### src/rtl/baluga_pkg.sv
//----------------------------------------------------------------------
// baluga_pkg: shared widths, opcodes and fetch state type for BaLuGa
// rev 1.0
//----------------------------------------------------------------------
`default_nettype none

package baluga_pkg;

   localparam int INSN_W = 9;
   localparam int ADDR_W = 8;

   localparam int OPC_MSB = 8;
   localparam int OPC_LSB = 5;

   localparam logic [3:0] OP_BEQ = 4'b1100;
   localparam logic [3:0] OP_BL  = 4'b1101;
   localparam logic [3:0] OP_JMP = 4'b1110;

   localparam logic [INSN_W-1:0] HALT_INSN = 9'b0111_00_010;

   typedef enum logic [1:0] {
      FS_IDLE   = 2'd0,
      FS_RUN    = 2'd1,
      FS_HALTED = 2'd2
   } fetch_state_e;

endpackage

`default_nettype wire

### src/rtl/instruction_fetch_if.sv
//----------------------------------------------------------------------
// instruction_fetch_if: ROM port plus IR/redirect link to execute
// rev 1.0
//----------------------------------------------------------------------
`default_nettype none

interface instruction_fetch_if;
   import baluga_pkg::*;

   logic [ADDR_W-1:0] rom_addr;
   logic [INSN_W-1:0] rom_data;
   logic              stall;
   logic              redirect_valid;
   logic [ADDR_W-1:0] redirect_target;
   logic [INSN_W-1:0] ir;
   logic [ADDR_W-1:0] ir_pc;
   logic              ir_valid;

   modport master (
      output rom_addr, ir, ir_pc, ir_valid,
      input  rom_data, stall, redirect_valid, redirect_target
   );

   modport slave (
      input  rom_addr, ir, ir_pc, ir_valid,
      output rom_data, stall, redirect_valid, redirect_target
   );

endinterface

`default_nettype wire

### src/rtl/instruction_fetch.sv
//----------------------------------------------------------------------
// instruction_fetch: BaLuGa program counter, ROM addressing and IR stage
// rev 1.0
//----------------------------------------------------------------------
`default_nettype none

module instruction_fetch #(
   parameter logic [baluga_pkg::ADDR_W-1:0] RESET_PC  = 8'd0,
   parameter logic [baluga_pkg::INSN_W-1:0] HALT_INSN = baluga_pkg::HALT_INSN
) (
   input  logic                clk,
   input  logic                rst_n,
   input  logic                start,
   instruction_fetch_if.master bus,
   output logic                running,
   output logic                halted,
   output logic [15:0]         fetch_count
);
   import baluga_pkg::*;

   fetch_state_e      state_q, state_d;
   logic [ADDR_W-1:0] pc_q, pc_d;
   logic [INSN_W-1:0] ir_q, ir_d;
   logic [ADDR_W-1:0] ir_pc_q, ir_pc_d;
   logic              ir_valid_q, ir_valid_d;
   logic [15:0]       cnt_q, cnt_d;
   logic              running_q, halted_q;

   always_ff @(posedge clk or negedge rst_n) begin
      if (!rst_n) begin
         state_q    <= FS_IDLE;
         pc_q       <= RESET_PC;
         ir_q       <= '0;
         ir_pc_q    <= '0;
         ir_valid_q <= 1'b0;
         cnt_q      <= '0;
         running_q  <= 1'b0;
         halted_q   <= 1'b0;
      end else begin
         state_q    <= state_d;
         pc_q       <= pc_d;
         ir_q       <= ir_d;
         ir_pc_q    <= ir_pc_d;
         ir_valid_q <= ir_valid_d;
         cnt_q      <= cnt_d;
         running_q  <= (state_d == FS_RUN);
         halted_q   <= (state_d == FS_HALTED);
      end
   end

   // rom_data is only looked at in the RUN fetch branch, so X from an idle ROM never lands in IR
   always_comb begin
      state_d    = state_q;
      pc_d       = pc_q;
      ir_d       = ir_q;
      ir_pc_d    = ir_pc_q;
      ir_valid_d = ir_valid_q;
      cnt_d      = cnt_q;
      case (state_q)
         FS_IDLE: begin
            pc_d       = RESET_PC;
            ir_valid_d = 1'b0;
            cnt_d      = '0;
            if (start) state_d = FS_RUN;
         end
         FS_RUN: begin
            if (bus.redirect_valid) begin
               pc_d       = bus.redirect_target;
               ir_valid_d = 1'b0;
            end else if (!bus.stall) begin
               ir_d       = bus.rom_data;
               ir_pc_d    = pc_q;
               ir_valid_d = 1'b1;
               cnt_d      = (cnt_q == 16'hFFFF) ? cnt_q : cnt_q + 16'd1;
               if (bus.rom_data == HALT_INSN) state_d = FS_HALTED;
               else                           pc_d    = pc_q + 8'd1;
            end
         end
         FS_HALTED: begin
            if (start) begin
               state_d    = FS_RUN;
               pc_d       = RESET_PC;
               ir_valid_d = 1'b0;
               cnt_d      = '0;
            end else if (!bus.stall) begin
               ir_valid_d = 1'b0;
            end
         end
         default: begin
            state_d    = FS_IDLE;
            pc_d       = RESET_PC;
            ir_valid_d = 1'b0;
         end
      endcase
   end

   assign bus.rom_addr = pc_q;
   assign bus.ir       = ir_q;
   assign bus.ir_pc    = ir_pc_q;
   assign bus.ir_valid = ir_valid_q;
   assign running      = running_q;
   assign halted       = halted_q;
   assign fetch_count  = cnt_q;

endmodule

`default_nettype wire

### src/flat_wrapper.sv
// flat-port wrapper written by rule: the top's interface ports become plain ports
module instruction_fetch_flat import baluga_pkg::*;
#(
   parameter logic [baluga_pkg::ADDR_W-1:0] RESET_PC  = 8'd0,
   parameter logic [baluga_pkg::INSN_W-1:0] HALT_INSN = baluga_pkg::HALT_INSN
)
  (clk, rst_n, start, running, halted, fetch_count, bus_rom_addr, bus_ir, bus_ir_pc, bus_ir_valid, bus_rom_data, bus_stall, bus_redirect_valid, bus_redirect_target);
  instruction_fetch_if bus_i ();
  input  logic clk;
  input  logic rst_n;
  input  logic start;
  output logic running;
  output logic halted;
  output logic [15:0] fetch_count;
  output wire logic [$bits(bus_i.rom_addr)-1:0] bus_rom_addr;
  output wire logic [$bits(bus_i.ir)-1:0] bus_ir;
  output wire logic [$bits(bus_i.ir_pc)-1:0] bus_ir_pc;
  output wire logic [$bits(bus_i.ir_valid)-1:0] bus_ir_valid;
  input wire logic [$bits(bus_i.rom_data)-1:0] bus_rom_data;
  input wire logic [$bits(bus_i.stall)-1:0] bus_stall;
  input wire logic [$bits(bus_i.redirect_valid)-1:0] bus_redirect_valid;
  input wire logic [$bits(bus_i.redirect_target)-1:0] bus_redirect_target;
  assign bus_rom_addr = bus_i.rom_addr;
  assign bus_ir = bus_i.ir;
  assign bus_ir_pc = bus_i.ir_pc;
  assign bus_ir_valid = bus_i.ir_valid;
  assign bus_i.rom_data = bus_rom_data;
  assign bus_i.stall = bus_stall;
  assign bus_i.redirect_valid = bus_redirect_valid;
  assign bus_i.redirect_target = bus_redirect_target;
  instruction_fetch #(.RESET_PC(RESET_PC), .HALT_INSN(HALT_INSN)) u_core (.clk(clk), .rst_n(rst_n), .start(start), .bus(bus_i), .running(running), .halted(halted), .fetch_count(fetch_count));
endmodule
### config.mk
export PLATFORM = sky130hd
export DESIGN_NAME = instruction_fetch_flat
export DESIGN_NICKNAME = d
export VERILOG_FILES = /design/src/rtl/baluga_pkg.sv /design/src/rtl/instruction_fetch_if.sv /design/src/rtl/instruction_fetch.sv /design/src/flat_wrapper.sv
export SDC_FILE = /design/constraint.sdc
export NUM_CORES = 1
export LEC_CHECK = 0
export ABC_AREA = 1
export CORE_MARGIN = 2
export CORE_UTILIZATION = 30
export DETAILED_ROUTE_END_ITERATION = 16
export PLACE_DENSITY_LB_ADDON = 0.08
export SYNTH_ARGS = -nofsm -noshare
export SYNTH_HDL_FRONTEND = slang
export SYNTH_SLANG_ARGS = --single-unit
export TNS_END_PERCENT = 100
### constraint.sdc
create_clock -name clk -period 1.45 [get_ports clk]
set_input_delay 0.2175 -clock clk [delete_from_list [all_inputs] [get_ports clk]]
set_output_delay 0.2175 -clock clk [all_outputs]
set_load 0.02 [all_outputs]
Word level (Yosys, flattened, before mapping). Cells that the tools add are included.

Output and inout bits: 44. Logic and storage cells: 52. Flip-flop bits (word level): 46.

Equal/unequal tests: 13. Bitwise operators: 2. Reductions and logical operators: 7. Mux-type cells: 20. Add/subtract/negate cells: 2.

Operators with widths (number): 16-bit two-way mux (4); 16-bit one-hot mux with 3 select lines (1); 8-bit two-way mux (4); 16-bit by 1-bit adder with 16-bit output (second input constant) (1); 16-bit == test (second input constant) (1); 8-bit one-hot mux with 2 select lines (1); 9-bit by 8-bit == test with 1-bit output (second input constant) (1); 3-bit != test (second input constant) (3); 8-bit by 1-bit adder with 8-bit output (second input constant) (1); 2-bit two-way mux (4); 2-bit != test (second input constant) (4); 3-bit AND reduction (2); 5-bit AND reduction (1); 2-bit by 1-bit == test with 1-bit output (second input constant) (2); 2-bit == test (second input constant) (2); 1-bit two-way mux (4); 2-bit one-hot mux with 2 select lines (1); 3-bit nonzero test (1); 2-bit logical NOT (1); 1-bit inverter (2); 1-bit one-hot mux with 2 select lines (1); 2-bit AND reduction (1); 2-bit OR reduction (1).

Depth between registers and ports, before layout. Gate-level depths: netlist of the first run.

Word-level depth: 6. Depth in mapped cells: 11. Mapped depth without buffers: 10.

Least setup slack after synthesis of the first run. No wires, ideal clock.

Kind: reg-to-reg. Start: register u_core.cnt_q[0], in the netlist u_core.fetch_count[0]. End: register u_core.cnt_q[6], in the netlist u_core.fetch_count[6]. Stages on the path, launching flop included: 12. Arrival: 1.565 ns. Period minus slack after synthesis: 1.682 ns. Path slack: -0.232 ns. Data required time: 1.333 ns. Cells stage by stage: dfrtp_1 > ha_1 > inv_2 > nor2_4 > nand2_2 > nor2_4 > nand3_2 > nand2_2 > buf_6 > inv_2 > nand2_1 > nand2_1.

Word-level cells in the longest chain between the ends: 5.

Ends and longest elaborated chain: from (decl) (line instruction_fetch.sv:26) `logic [15:0] cnt_q, cnt_d;`; from (signal assigned) (line instruction_fetch.sv:45) `cnt_q <= cnt_d;`; 16-bit by 1-bit adder with 16-bit output (line instruction_fetch.sv:74) `cnt_d = (cnt_q == 16'hFFFF) ? cnt_q : cnt_q + 16'd1;`; 16-bit two-way mux (line instruction_fetch.sv:74); 16-bit two-way mux (line instruction_fetch.sv:70) `end else if (!bus.stall) begin`; 16-bit two-way mux (line instruction_fetch.sv:67) `if (bus.redirect_valid) begin`; 16-bit one-hot mux with 3 select lines (line instruction_fetch.sv:59) `case (state_q)`.

Several ways; a longest one is shown, not always the timed one. The select of a mux whose other input is x is not followed. A chain may end at the register's enable or synchronous reset.

Worst setup path in the final report of the first run.
Start: register u_core.cnt_q[1], in the netlist u_core.fetch_count[1]. End: register u_core.cnt_q[6], in the netlist u_core.fetch_count[6].

Same word-level chain as after synthesis.

==> parameters.txt, run 1 <==
Parameter                              Value

STA
  Fin. Hold Viols ... 0
  Final critical delay including setup and external delays ... 1.42 ns
  Relative slew slack ... 78.9%
  Setup repair after global routing missed its margin ... yes
  Clock Skew ... 0.00575 ns
  Slew of the pin with the lowest slew margin ... 0.313 ns
  Share of the clock period used by the worst path after layout ... 98.0%
  Max Transition Viols Final ... 0
  Achievable Freq ... between 700 and 800 MHz
  Setup-violating endpoint count in the final report ... 0

Routing
  Detail Route Antenna Nets ... 0
  Vias post-DR ... 2509
  Total wire length after detailed routing ... 6.82 mm
  Number of iterations in the first detailed-routing pass ... 4
  Total DRC errors in the routed layout ... 0
  Met2 wire length ... 3.23 mm
  Met3 WL post-DR ... 292 um
  Routed wirelength normalized by instance count ... 12.2 um
  Top sig layer ... met4
  Vias per cell ... 4.49
  Drt initial violations ... 99
  Routed length on met1 ... 3.19 mm

Status
  Outcome ... finished, final reports clean

Critical path
  Critical path startpoint category ... register
  Critical Path End Type ... register
  Category of cells accounting for the largest share of critical-path delay ... simple AND/OR/NAND/NOR gates
  Worst Path Max Fanout ... 8
  Number of cell instances on the worst register-to-register path ... 11
  Crit. path cell count ... 11
  Cell-by-cell listing of the critical path ... ha_4 -> inv_4 -> nor2_4 -> nand2_2 -> nor2_4 -> nand3_2 -> nand2_2 -> buf_6 -> inv_4 -> nand2_1 -> nand2_1
  Data required time at the worst endpoint ... approximately 1.7 ns
  Start-to-end type of the worst setup path ... register to register
  Buf+Inv Stages, Crit Path ... 3
  Cell type of the slowest stage on the worst timing path ... sky130_fd_sc_hd__dfrtp_2
  Data arrival at the endpoint of the critical path ... 1.63 ns
  Largest incremental delay on the critical path ... 0.39 ns

Floorplan
  Number of ports placed on the die boundary ... 66
  Vertical extent of the die ... 95.1 um
  Die Outline Area ... 9040 um2
  Core region area ... slightly above 8000 um2
  FP Rows ... 33
  Initial core utilization ... 30.6%
  Die Span X ... 95.1 um

Placement
  HPWL Detailed ... just over 5 mm
  Cell Count Post-Placement ... roughly 550
  Placer Congestion ... 0.825
  I/O Buffers ... 65

Global routing
  Total gr overflow ... 0
  Global router's overall resource usage ... between 10% and 20%
  Initial antenna violation count ... 0
  Global-route wire length before repair ... 11.0 mm
  Pin count of the biggest net entering global routing ... 47
  Vias in the first global route ... 2389

Power
  Fraction of power spent switching nets ... 36.7%
  Internal ... approximately 2.7 mW
  Clock network fraction of total power ... 21.4%
  Total power of the final layout ... 4.25 mW
  VDD IR-drop max ... 0.436 mV
  Logic pwr share ... 39.1%
  Leakage dissipation ... 1.94 nW
  Net switching power figure ... 1.56 mW
  Ratio of total power to cell area ... between 1000 and 1500 nW/um2
  Sequential Power Share ... 39.5%

Clocking
  Clk_lat worst skew ... 0.30 ns
  Clock-pin slew reported for the worst setup and hold paths after clock tree synthesis ... approximately 0.090 ns
  Clk sink count ... 46
  Root buffer cell ... sky130_fd_sc_hd__clkbuf_8
  Clock Tree Buf Depth ... 2
  CTS buffer count ... 5
  TritonCTS clock tree ... built
  H-tree depth reported by CTS ... 2

Synth
  Cell variety after synth ... 24
  EDFF count, synth ... 0
  Warning count from the yosys run ... 0
  Post-synth top area cell ... sky130_fd_sc_hd__dfrtp_1
  Fraction of the yosys area taken by sequential cells ... 46.3%
  Post-synthesis area per instance ... 7.41 um2
  Top cells by count, synth ... sky130_fd_sc_hd__nand2_1, sky130_fd_sc_hd__dfrtp_1, sky130_fd_sc_hd__inv_1
  Post-Syn Instances ... 336
  Mapped Area ... 2490 um2
  Fraction of synthesis flops using an asynchronous set or reset pin ... 100%
  Ranking of synthesized cells by area ... sky130_fd_sc_hd__dfrtp_1, sky130_fd_sc_hd__nand2_1, sky130_fd_sc_hd__nand3_1
  Share of Yosys cell area claimed by the top area cell type ... a little under half
  Main flop type after synthesis ... sky130_fd_sc_hd__dfrtp_1
  #FFs+latches synth ... 46
  Most used standard cell by instance count after synthesis ... sky130_fd_sc_hd__nand2_1
  Number of nets in the synthesized netlist ... 360

Cells and area
  Post-layout nets ... 477
  Number of cells in the finished layout apart from fillers ... 559
  Layout cells sized above 1 ... 20.7%
  Antenna Diode Count ... 0
  Layout area overhead ... 50.8%
  Area of the multi-input gates ... roughly 1200 um2
  Storage cell area ... 1160 um2
  Fill cells ... ~830

Flow run
  Maximum Capacitance Violations ... 0

Min path
  Worst min-delay path category ... primary input to async pin
final timing paths:
check                                         end  slack, ns                   from
max in group asynchronous   u_core.fetch_count[0]       0.79                  rst_n
setup reg to reg            u_core.fetch_count[6]       0.03  u_core.fetch_count[1]
min in group clk                 u_core.bus.ir[7]       0.47        bus_rom_data[7]
setup / recovery            u_core.fetch_count[6]       0.03  u_core.fetch_count[1]
hold / removal             u_core.fetch_count[10]       0.42                  rst_n
hold reg to reg                  u_core.bus.ir[3]       0.47       u_core.bus.ir[3]
state kept, by name, indices dropped and copies added, names as in the netlist:
name and count:
u_core.bus.ir 9, u_core.halted 1, u_core.state_q 2, u_core.running 1
u_core.fetch_count 16, u_core.bus.ir_pc 8, u_core.bus.rom_addr 8, u_core.bus.ir_valid 1
per-stage QoR:
| stage | utilization, % | setup slack (ns) | cell area, um2 | TNS (ns) | hold WS, ns |
|---|---|---|---|---|---|
| 6_report | 46.1 | 0.0285 | 3750 | 0 | 0.422 |
| 5_1_grt | 46.1 | -0.0345 | 3750 | -0.274 | 0.441 |
| 4_1_cts | 45.1 | 0.000925 | 3670 | 0 | 0.431 |
| 3_5_place_dp | 44.3 | -0.186 | 3610 | -3.88 | 0.222 |
| 3_3_place_gp | 44.3 | -0.160 | 3610 | -3.29 | 0.225 |
| 2_1_floorplan | - | -0.0418 | 2510 | -0.125 | -0.0781 |
logic make-up (layout without fill, tap and decap cells):
family / after synthesis / after routing / share of synthesized area (%)
AOI/OAI and AO/OA: 44 / 44 / 9.10
DFF: 46 / 46 / 46.3
adders and majority gates: 2 / 2 / 1.01
and+or+nand+nor: 192 / 193 / 33.6
buffers and inverters: 47 / 164 / 8.25
xor gates and xnor gates: 5 / 5 / 1.76
area by class of cell:
cell class / instances / area share (%)
clock buffers: 7 / 2.57
repair buffers: 116 / 26.8
multi-input cells: 244 / 31.9
clock inverters: 1 / 0.233
inverters: 40 / 4.13
flip-flops and latches: 46 / 30.8
well taps: 105 / 3.50
power groups by stage:
stage	logic [mW]	registers [mW]	clock network, mW
finish	1.66	1.68	0.908
global route	1.83	1.72	0.982
CTS	1.61	1.68	0.935
detailed placement	1.75	1.70	0
global placement	1.73	1.71	0
floorplan	0.548	1.99	0
metal layers:
layer	GRT usage, %	vias up
li1	-	1309
met1	20.1	1144
met2	26.7	47
met3	3.32	9
met4	4.35	0
met5	0	-
worst register-to-register path: cells and delay by family, from the launching register on:
kind / cells / cell delay, ns
buffers and inverters: 3 / 0.23
flip-flops: 1 / 0.39
adder cells (fa/ha/maj): 1 / 0.16
AND/OR/NAND/NOR: 7 / 0.55
repair_timing:
action | 4_1_cts | 5_1_grt
endpoints found under the hold margin | 46 | 0
hold buffers | 1 | 0
gates resized for setup | 45 | 24
setup endpoints to repair | 45 | 25
pin swaps | 0 | 3
cloned | 0 | 1
setup buffers | 0 | 3
layout by cell type, fill, tap and decap left out, types with 2 or more instances in the layout:
cell type / count
sky130_fd_sc_hd__a21oi_1: 2
sky130_fd_sc_hd__a22oi_1: 2
sky130_fd_sc_hd__buf_12: 2
sky130_fd_sc_hd__buf_4: 47
sky130_fd_sc_hd__clkbuf_8: 7
sky130_fd_sc_hd__clkdlybuf4s15_1: 2
sky130_fd_sc_hd__clkdlybuf4s50_1: 20
sky130_fd_sc_hd__dfrtp_1: 42
sky130_fd_sc_hd__dfrtp_2: 4
sky130_fd_sc_hd__dlygate4sd2_1: 42
sky130_fd_sc_hd__inv_1: 36
sky130_fd_sc_hd__inv_2: 2
sky130_fd_sc_hd__inv_4: 2
sky130_fd_sc_hd__nand2_1: 109
sky130_fd_sc_hd__nand2_2: 10
sky130_fd_sc_hd__nand2_4: 2
sky130_fd_sc_hd__nand3_1: 29
sky130_fd_sc_hd__nand3_2: 2
sky130_fd_sc_hd__nand4_1: 7
sky130_fd_sc_hd__nor2_1: 21
sky130_fd_sc_hd__nor2_2: 3
sky130_fd_sc_hd__nor2_4: 5
sky130_fd_sc_hd__o21ai_0: 20
sky130_fd_sc_hd__o21ai_1: 19
sky130_fd_sc_hd__or2_2: 3
sky130_fd_sc_hd__xor2_1: 4
(Power assumes the default switching activity.)
==> run 2: changes to the inputs <==
- CORE_UTILIZATION: 30 -> 44
==> run 2 against run 1 <==
- the flow now finishes with violations (setup timing)
- first-iteration DRC count up 16%
- non-clock buffer count is 9 lower
- worst hold slack worse by 0.0022 ns
- clock skew increased by 0.0056 ns
- die area decreased by 31%
- highest routed layer unchanged
- power fell by 0.36%
- wire length fell by 2.2%
- largest power group is now combinational logic
- cell area decreased by 0.40%
- sequential share of layout area rose by 0.090 points
- sequential cell count is the same
==> parameters.txt, run 2 (same netlist as run 1, synthesis figures left out) <==
Parameter                              Value

Clocking
  TritonCTS clock tree ... built
  Clock Tree Buf Depth ... 2 (unchanged)
  Clk sink count ... 46 (unchanged)
  Clk_lat worst skew ... 0.31 ns (about the same)
  CTS buffer count ... 5 (unchanged)
  Root buffer cell ... sky130_fd_sc_hd__clkbuf_8
  Clock-pin slew reported for the worst setup and hold paths after clock tree synthesis ... 0.10 ns (about the same)
  H-tree depth reported by CTS ... 2 (unchanged)

Cells and area
  Layout area overhead ... 50.2%
  Most frequent standard cell in the layout excluding fill and tap cells ... sky130_fd_sc_hd__nand2_1
  Layout cells sized above 1 ... 21.2% (+0.47 points)
  Fill cells ... 499 (-40%)
  Storage cell area ... 1150 um2 (-0.11%)
  Number of cells in the finished layout apart from fillers ... 516 (-7.7%)
  Post-layout nets ... 467 (-2.1%)
  Flip-flop count of the largest register, all copies and words added ... 16 (unchanged)
  Antenna Diode Count ... 0 (unchanged)
  Area of the multi-input gates ... 1240 um2 (+3.3%)
  Leading cell types in the layout, fill and taps excluded ... sky130_fd_sc_hd__nand2_1, sky130_fd_sc_hd__dlygate4sd2_1, sky130_fd_sc_hd__dfrtp_1, sky130_fd_sc_hd__inv_1, sky130_fd_sc_hd__buf_4
  Non-Filler Cell Area, Final ... 3740 um2 (-0.40%)

Global routing
  Global-route wire length before repair ... 10.7 mm (-2.7%)
  Global router's overall resource usage ... 21.7% (+6.0 points)
  Pin count of the biggest net entering global routing ... 47 (unchanged)
  Total gr overflow ... 0 (unchanged)
  Initial antenna violation count ... 0 (unchanged)
  Vias in the first global route ... 2352 (-1.5%)

Placement
  I/O Buffers ... 65 (unchanged)
  Worst slack at placement ... -0.213 ns (-0.0272 ns)
  Cell Count Post-Placement ... 503 (-7.9%)
  Standard cell area after detailed placement ... 3500 um2 (-2.9%)
  Placer Congestion ... 0.866 (+5.0%)
  HPWL Detailed ... 4.73 mm (-7.1%)

Floorplan
  Initial core utilization ... 45.5% (+15 points)
  Core region area ... 5470 um2 (-33%)
  Die Outline Area ... 6270 um2 (-31%)
  Number of ports placed on the die boundary ... 66 (unchanged)
  Die Span X ... 79.2 um (-17%)
  Vertical extent of the die ... 79.2 um (-17%)
  FP Rows ... 27 (-18%)

STA
  Share of the clock period used by the worst path after layout ... 102% (+4.4 points)
  Fin. Hold Viols ... 0 (unchanged)
  Setup-violating endpoint count in the final report ... 10 (+10)
  Max Transition Viols Final ... 0 (unchanged)
  Slew of the pin with the lowest slew margin ... 0.313 ns (-0.000489 ns)
  Achievable Freq ... 673 MHz (-4.3%)
  Final critical delay including setup and external delays ... 1.49 ns (+0.0641 ns)
  Crit path setup slack, layout ... -0.0357 ns (-0.0641 ns)
  Relative slew slack ... 78.9% (about the same)
  Setup repair after global routing missed its margin ... yes
  Clock Skew ... 0.0114 ns (+0.00565 ns)

Routing
  Total wire length after detailed routing ... 6.68 mm (-2.2%)
  Vias per cell ... 4.97 (+11%)
  Drt initial violations ... 115 (+16%)
  Number of iterations in the first detailed-routing pass ... 4 (unchanged)
  Detail Route Antenna Nets ... 0 (unchanged)
  Routed wirelength normalized by instance count ... 12.9 um (+6.0%)
  Total DRC errors in the routed layout ... 0 (unchanged)
  Vias post-DR ... 2563 (+2.2%)

Critical path
  Data arrival at the endpoint of the critical path ... 1.72 ns (+0.09 ns)
  Critical path startpoint category ... register
  Critical Path End Type ... register
  R2R Setup Slk ... -0.04 ns (-0.06 ns)
  Critical register-to-register path endpoint ... u_core.fetch_count[11]
  Worst Path Max Fanout ... 8 (unchanged)
  Start-to-end type of the worst setup path ... register to register
  Data required time at the worst endpoint ... 1.69 ns (+0.03 ns)
  Source of the worst register-to-register timing path ... u_core.fetch_count[0]
  Number of cell instances on the worst register-to-register path ... 10 (-1)

Flow run
  Maximum Capacitance Violations ... 0 (unchanged)

Status
  Failing checks ... setup timing
  Outcome ... complete, but fails checks

Power
  Ratio of total power to cell area ... 1130 nW/um2 (about the same)
  VDD IR-drop max ... 0.651 mV (+49%)
  Leakage dissipation ... 1.96 nW (+0.72%)

Min path
  Worst min-delay path category ... primary input to async pin
## run 2: worst max-delay path, stage by stage, from the launching register on
cell	delay [ns]
sky130_fd_sc_hd__dfrtp_2	0.40
sky130_fd_sc_hd__ha_4	0.16
sky130_fd_sc_hd__inv_4	0.04
sky130_fd_sc_hd__nor2_4	0.10
sky130_fd_sc_hd__nand2_4	0.08
sky130_fd_sc_hd__nor2_4	0.12
sky130_fd_sc_hd__nand3_2	0.09
sky130_fd_sc_hd__nand2_4	0.13
sky130_fd_sc_hd__clkbuf_16	0.18
sky130_fd_sc_hd__nand2_2	0.05
sky130_fd_sc_hd__o21ai_1	0.08
## run 2: report_power, final
group / internal (mW) / leakage, nW / switching (mW) / total (mW)
logic: 0.768 / 1.32 / 0.956 / 1.72
clock network: 0.384 / 0.0472 / 0.457 / 0.841
registers: 1.50 / 0.586 / 0.166 / 1.67
## run 2: worst max path at each step
stage,from,to,slack [ns],cells after the start
after floorplan,u_core.fetch_count[0],u_core.fetch_count[6],-0.04,11
after global placement,bus_rom_data[1],u_core.bus.rom_addr[2],-0.15,8
after detailed placement,start,u_core.bus.rom_addr[7],-0.21,10
after CTS,u_core.fetch_count[1],u_core.fetch_count[8],0.001,11
after global routing,u_core.fetch_count[6],u_core.fetch_count[6],-0.12,10
final,u_core.fetch_count[0],u_core.fetch_count[11],-0.04,10
## run 2: timing repair
| item | CTS | global route |
|---|---|---|
| setup buffers | 0 | 2 |
| endpoints found under the hold margin | 46 | 0 |
| pin swaps | 0 | 6 |
| setup endpoints to repair | 47 | 24 |
| hold buffers | 1 | 0 |
| gates resized for setup | 46 | 36 |
| gates cloned | 0 | 2 |
## run 2: cell type report
cell class              instances  share of cell area (%)
repair buffers                107                    26.8
clock buffers                   6                    2.21
flip-flops and latches         46                    30.9
multi-input cells             243                    33.1
well taps                      72                    2.41
inverters                      40                    4.22
clock inverters                 2                   0.335
## run 2: through the flow
step / utilization [%] / total power [mW] / setup TNS (ns) / hold WS [ns]
final: 68.3 / 4.24 / -0.101 / 0.420
after global routing: 68.3 / 4.50 / -1.39 / 0.475
after CTS: 65.0 / 4.12 / 0 / 0.434
after detailed placement: 64.0 / 3.42 / -3.47 / 0.224
after global placement: 64.0 / 3.39 / -2.14 / 0.223
after floorplan: - / 2.54 / -0.125 / -0.0781
## run 2: routing by layer
metal  up-vias  track usage, %  wire, um
li1       1284               -         -
met1      1195            28.0      2870
met2        71            36.7      3380
met3        13            3.98       293
met4         0            7.07       136
met5         -               0         0
